File: config.mk
export PLATFORM = sky130hd
export DESIGN_NAME = fp_sum_result_buffer
export DESIGN_NICKNAME = d
export VERILOG_FILES = /design/src/rtl/float_types_pkg.sv /design/src/rtl/fp_result_fifo.sv /design/src/rtl/fp_sum_result_buffer.sv
export SDC_FILE = /design/constraint.sdc
export NUM_CORES = 1
export LEC_CHECK = 0
export ABC_CLOCK_PERIOD_IN_PS = 5300
export BUFFER_PORTS_ARGS = -buffer_cell sky130_fd_sc_hd__buf_4
export CAP_MARGIN = 20
export CORE_ASPECT_RATIO = 0.8
export CORE_MARGIN = 8
export CORE_UTILIZATION = 60
export DETAILED_ROUTE_END_ITERATION = 8
export PLACE_DENSITY_LB_ADDON = 0.08
export SYNTH_ARGS = -nofsm -noshare
export SYNTH_HDL_FRONTEND = slang
export SYNTH_SLANG_ARGS = --single-unit
File: constraint.sdc
create_clock -name clk_i -period 5.3 [get_ports clk_i]
set_input_delay 0.53 -clock clk_i [delete_from_list [all_inputs] [get_ports clk_i]]
set_output_delay 0.53 -clock clk_i [all_outputs]
set_load 0.01 [all_outputs]
File: src/rtl/float_types_pkg.sv
// Floating-point types shared by the summator and its result buffer.
package float_types_pkg;

    typedef struct packed {
        logic        sign;
        logic [7:0]  exp;
        logic [22:0] mant;
    } float_point_num;

    typedef enum logic [1:0] {
        FP_NORMAL = 2'b00,
        FP_ZERO   = 2'b01,
        FP_INF    = 2'b10,
        FP_NAN    = 2'b11
    } fp_status_e;

    typedef struct packed {
        fp_status_e     status;
        float_point_num num;
    } fp_result_t;

    localparam int FP_RESULT_W = $bits(fp_result_t);

endpackage

File: src/rtl/fp_result_fifo.sv
// First-word-fall-through FIFO of summator results.
// A push while full is accepted only if a pop frees the slot in the same cycle.
module fp_result_fifo
    import float_types_pkg::*;
#(
    parameter int DEPTH = 8
) (
    input  logic                   clk_i,
    input  logic                   rst_i,
    input  logic                   push,
    input  fp_result_t             wr_data,
    input  logic                   pop,
    output fp_result_t             rd_data,
    output logic                   full,
    output logic                   empty,
    output logic [$clog2(DEPTH):0] count
);

    localparam int AW = $clog2(DEPTH);
    localparam int CW = AW + 1;

    fp_result_t      mem [DEPTH];
    logic [AW-1:0]   wr_ptr;
    logic [AW-1:0]   rd_ptr;
    logic            do_push;
    logic            do_pop;

    assign empty   = (count == '0);
    assign full    = (count == CW'(DEPTH));
    assign do_pop  = pop && !empty;
    assign do_push = push && (!full || do_pop);

    // Head is forced to zero when empty so the outputs read clean.
    assign rd_data = empty ? '0 : mem[rd_ptr];

    // Storage array; contents are don't-care until written, so no reset.
    always_ff @(posedge clk_i) begin
        if (do_push) mem[wr_ptr] <= wr_data;
    end

    // Pointers wrap naturally since DEPTH is a power of two.
    always_ff @(posedge clk_i or negedge rst_i) begin
        if (!rst_i) begin
            wr_ptr <= '0;
            rd_ptr <= '0;
            count  <= '0;
        end else begin
            if (do_push) wr_ptr <= wr_ptr + AW'(1);
            if (do_pop)  rd_ptr <= rd_ptr + AW'(1);
            case ({do_push, do_pop})
                2'b10:   count <= count + CW'(1);
                2'b01:   count <= count - CW'(1);
                default: count <= count;
            endcase
        end
    end

endmodule

File: src/rtl/fp_sum_result_buffer.sv
// Result buffer behind the pipelined FP summator: re-times the issue strobe,
// captures answers when they become valid and grants issue credit so the
// FIFO can never be overrun by a well-behaved issuer.
module fp_sum_result_buffer
    import float_types_pkg::*;
#(
    parameter int LATENCY = 3,
    parameter int DEPTH   = 8
) (
    input  logic                   clk_i,
    input  logic                   rst_i,
    input  logic                   issue_vld_i,
    output logic                   issue_rdy_o,
    input  logic [31:0]            sum_answer_i,
    input  logic [1:0]             sum_status_i,
    output logic                   res_vld_o,
    input  logic                   res_rdy_i,
    output logic [31:0]            res_o,
    output logic [1:0]             res_status_o,
    output logic [$clog2(DEPTH):0] count_o,
    output logic                   overflow_o
);

    localparam int CW = $clog2(DEPTH) + 1;

    logic [LATENCY-1:0] vld_pipe;
    logic [31:0]        in_flight;
    logic               capture;
    logic               pop;
    logic               full;
    logic               empty;
    logic [CW-1:0]      count;
    fp_result_t         cap_data;
    fp_result_t         head;

    assign capture  = vld_pipe[LATENCY-1];
    assign cap_data = fp_result_t'({sum_status_i, sum_answer_i});
    assign pop      = res_vld_o && res_rdy_i;

    // Shift the issue strobe so it lines up with the summator answer.
    always_ff @(posedge clk_i or negedge rst_i) begin
        if (!rst_i) begin
            vld_pipe <= '0;
        end else begin
            vld_pipe[0] <= issue_vld_i;
            for (int k = 1; k < LATENCY; k++) vld_pipe[k] <= vld_pipe[k-1];
        end
    end

    // Count operands still travelling through the summator.
    always_comb begin
        in_flight = '0;
        for (int k = 0; k < LATENCY; k++) in_flight = in_flight + 32'(vld_pipe[k]);
    end

    // Credit is derived from registers only; a pop frees credit one cycle later.
    assign issue_rdy_o = (32'(count) + in_flight) < 32'(DEPTH);

    // Sticky flag for a capture that found the FIFO full with no pop.
    always_ff @(posedge clk_i or negedge rst_i) begin
        if (!rst_i) begin
            overflow_o <= 1'b0;
        end else if (capture && full && !pop) begin
            overflow_o <= 1'b1;
        end
    end

    fp_result_fifo #(.DEPTH(DEPTH)) u_fifo (
        .clk_i   (clk_i),
        .rst_i   (rst_i),
        .push    (capture),
        .wr_data (cap_data),
        .pop     (pop),
        .rd_data (head),
        .full    (full),
        .empty   (empty),
        .count   (count)
    );

    assign res_vld_o    = !empty;
    assign res_o        = head.num;
    assign res_status_o = head.status;
    assign count_o      = count;

endmodule

==> results.txt <==
- Summed over all instances, the cell type with the most area after synthesis is sky130_fd_sc_hd__edfxtp_1.
- Max-capacitance violation count: 0
- Measured slew at the worst slew-check pin: 1040 ps
- Clock input transition at the sequential cells of the worst setup and hold paths: 60 ps
- Initial cell density of the core: 0.6111
- Final Skew: 13.22 ps
- The floorplan step defined a die boundary enclosing 23080 um2.
- Derived from the worst setup path, the maximum achievable clock frequency is 302.2 MHz.
- The first global-routing pass estimated 32290 um of wire.
* Area contributors post-synth: sky130_fd_sc_hd__edfxtp_1 74%, sky130_fd_sc_hd__mux4_2 14%, sky130_fd_sc_hd__dfrtp_1 3.2%, sky130_fd_sc_hd__mux2i_1 3.2%, sky130_fd_sc_hd__nor2_1 1.4%
- Final ANT Viol Nets: 0
- Of the cells placed in the final design, the portion with a size suffix greater than 1 is 0.3387.
- The number of nets in the synthesized netlist is 547.
- The synthesized design contains 272 enable-type register cells.
- Data on the critical path arrives at its endpoint at 2780 ps.
* Yosys cell types: 37
* Synth top cells by count: 272 x sky130_fd_sc_hd__edfxtp_1, 68 x sky130_fd_sc_hd__mux4_2, 41 x sky130_fd_sc_hd__nor2_1, 35 x sky130_fd_sc_hd__mux2i_1, 14 x sky130_fd_sc_hd__dfrtp_1
* Number of gates given a new drive strength after cts: 0
- The worst pin sits at a relative slew slack of 0.3068.
- CTS built an H-tree with a depth of 1.
- In the routed design, unresolved DRC markers number 0.
- The region available for standard cell placement spans 18110 um2.
- After routing the design area is 12820 um2.
* Clk root buf: sky130_fd_sc_hd__clkbuf_16
- The initial antenna violation count was 0.
* Core occupancy in the finished layout: 0.7076
- Most used flip-flop cell after synthesis: sky130_fd_sc_hd__edfxtp_1
- Hpwl dp: 11770 um
- The detailed router placed 5122 vias in this run.
- The repair_antennas step left the layout with diodes totalling 0.
* Post-CTS repair timing setup buffer count: 0
- For this run, the register share of the synthesized area comes to 0.7695.
- # hold bufs at CTS: 1
- The synthesized design contains 286 register bits.
* Number of failing setup endpoints in the final timing report: 0
* Wire length after detailed routing: 20840 um
* Final Critical Period: 3309 ps
- Height of the die: 137.5 um
* Worst ir drop on vdd: 0.3810 mV
* Syn_area_per_cell: 21.96 um2
- The final count of hold timing violations is 0.
* Port buffer count: 78
- Synthesized area: 11070 um2
* Gate Count Post-Synth: 504
- Via count of the first global-routing pass: 5457
* Total global routing track utilization: 0.1866
* DIE WIDTH: 167.9 um
- TritonCTS clock tree: yes
* Static leakage: 4.349 nW
- Number of design-rule violations left by the first detailed-router iteration: 422
* Worst path required time: 4770 ps
* Layout area overhead: 15.78%
- In this run the worst path has a maximum fanout of 26.
* TritonCTS sink count: 286
- Startpoint type of the worst setup path: register
* Result of the run: complete, no violations
* IO Count: 79
* Number of pins with negative max-slew slack in the final report: 0
* Residual overflow from global routing: 0
* PnR Total Power: 7.163 mW
- Share of async-settable or async-resettable flops after synthesis: 0.04895
- Before antenna repair, the detailed router went through 4 iterations.
- Placement Rows: 44
- Setup repair after global routing left no endpoint under its margin.
- Pin count of the biggest net entering global routing: 71
* Count of yosys warnings during synthesis: 0
- Type of destination of the critical path: primary output
* Crit Path Category: register to primary output
* Number of buffers inserted during clock tree synthesis: 27
- Routability-driven placement congestion ratio: 0.7183
* Wire length per cell: 24.51 um
* Power density over the cells: 558.9 nW/um2
- Buffer depth of the longest clock path: 3
- Layout net count: 642
* Via count normalized by instance count: 6.026
* Aggregate negative setup slack: 0 ps
- Share of Yosys cell area claimed by the top area cell type: 0.7379
- Path category of the worst min-delay check: primary input to register
* Final period utilization: 0.6244
- sky130_fd_sc_hd__edfxtp_1 is the most common cell in the netlist.
- The clock reaches the later pin of the worst-skew pair after 530 ps.
- Worst hold slack: 110.1 ps
- Instance area at placement: 11980 um2
==> area by class of cell <==
type | count | area [um2]
multi-input cells | 190 | 2469
well taps | 230 | 287.8
clock inverters | 9 | 70.07
inverters | 2 | 10.01
repair buffers | 92 | 693.2
clock buffers | 41 | 759.5
fillers | 1129 | 5296
flip-flops and latches | 286 | 8527
==> critical path: stages (launching register included) <==
cell	delay, ps
sky130_fd_sc_hd__dfrtp_4	730
sky130_fd_sc_hd__buf_4	530
sky130_fd_sc_hd__mux4_2	590
sky130_fd_sc_hd__mux2i_1	160
sky130_fd_sc_hd__nor2_1	50
sky130_fd_sc_hd__buf_4	170
==> flip-flops by register name, summed over array words and instances (netlist names) <==
name and count:
u_fifo.count 4, u_fifo.mem 272, vld_pipe 3, u_fifo.rd_ptr 3, u_fifo.wr_ptr 3, overflow_o 1
==> power by group <==
part	switching, mW	total (mW)	internal [mW]
sequential	0.320	3.16	2.84
clock	0.768	1.80	1.04
combinational	1.05	2.20	1.14
==> layer usage <==
layer	part of all wire	track usage
met5	0	0
met3	0.053	0.03751
met1	0.43	0.2441
met2	0.50	0.3225
met4	0.015	0.04404
==> final timing paths <==
check / to / startpoint / cells after the start / slack, ps
worst min-delay path: vld_pipe[0]$_DFF_PN0_ / issue_vld_i / 1 / 110
min in group asynchronous: vld_pipe[0]$_DFF_PN0_ / rst_i / 2 / 420
worst max-delay path: res_o[7] / u_fifo.rd_ptr[0]$_DFFE_PN0N_ / 5 / 1990
max in group asynchronous: u_fifo.rd_ptr[0]$_DFFE_PN0N_ / rst_i / 2 / 4680
worst min register to register: vld_pipe[2]$_DFF_PN0_ / vld_pipe[1]$_DFF_PN0_ / 0 / 410
worst max register to register: u_fifo.count[2]$_DFFE_PN0P_ / u_fifo.count[1]$_DFFE_PN0P_ / 9 / 2380
==> placed cells by master, fill, tap and decap left out, drive strengths merged, types with 2 or more instances in the layout <==
cell and count:
buf 91, inv 3, mux2i 35, mux2 3
o31ai 2, clkbuf 41, clkinv 7, nand2b 3
mux4 68, xnor2 4, nor3 2, nand2 8
edfxtp 272, dfrtp 14, nor2b 2, ha 4
a21oi 2, nor2 42
==> kinds of logic after synthesis <==
kind of cell    after synthesis  share of synthesized area
flops                       286                     0.7695
mux                         106                     0.1731
simple gates                 62                    0.02588
buf+inv                      28                    0.01243
compound gates               12                   0.008818
xor+xnor                      5                   0.003956
fa+ha+maj                     5                   0.006330
==> through the flow <==
| stage | instances | setup slack, ps |
|---|---|---|
| floorplan | 504 | 1393 |
| global placement | 799 | 2453 |
| finish | 850 | 1991 |
| global route | 850 | 1750 |
| CTS | 850 | 1895 |
| detailed placement | 799 | 2327 |
Note: power is estimated with default switching activity, not from simulation.
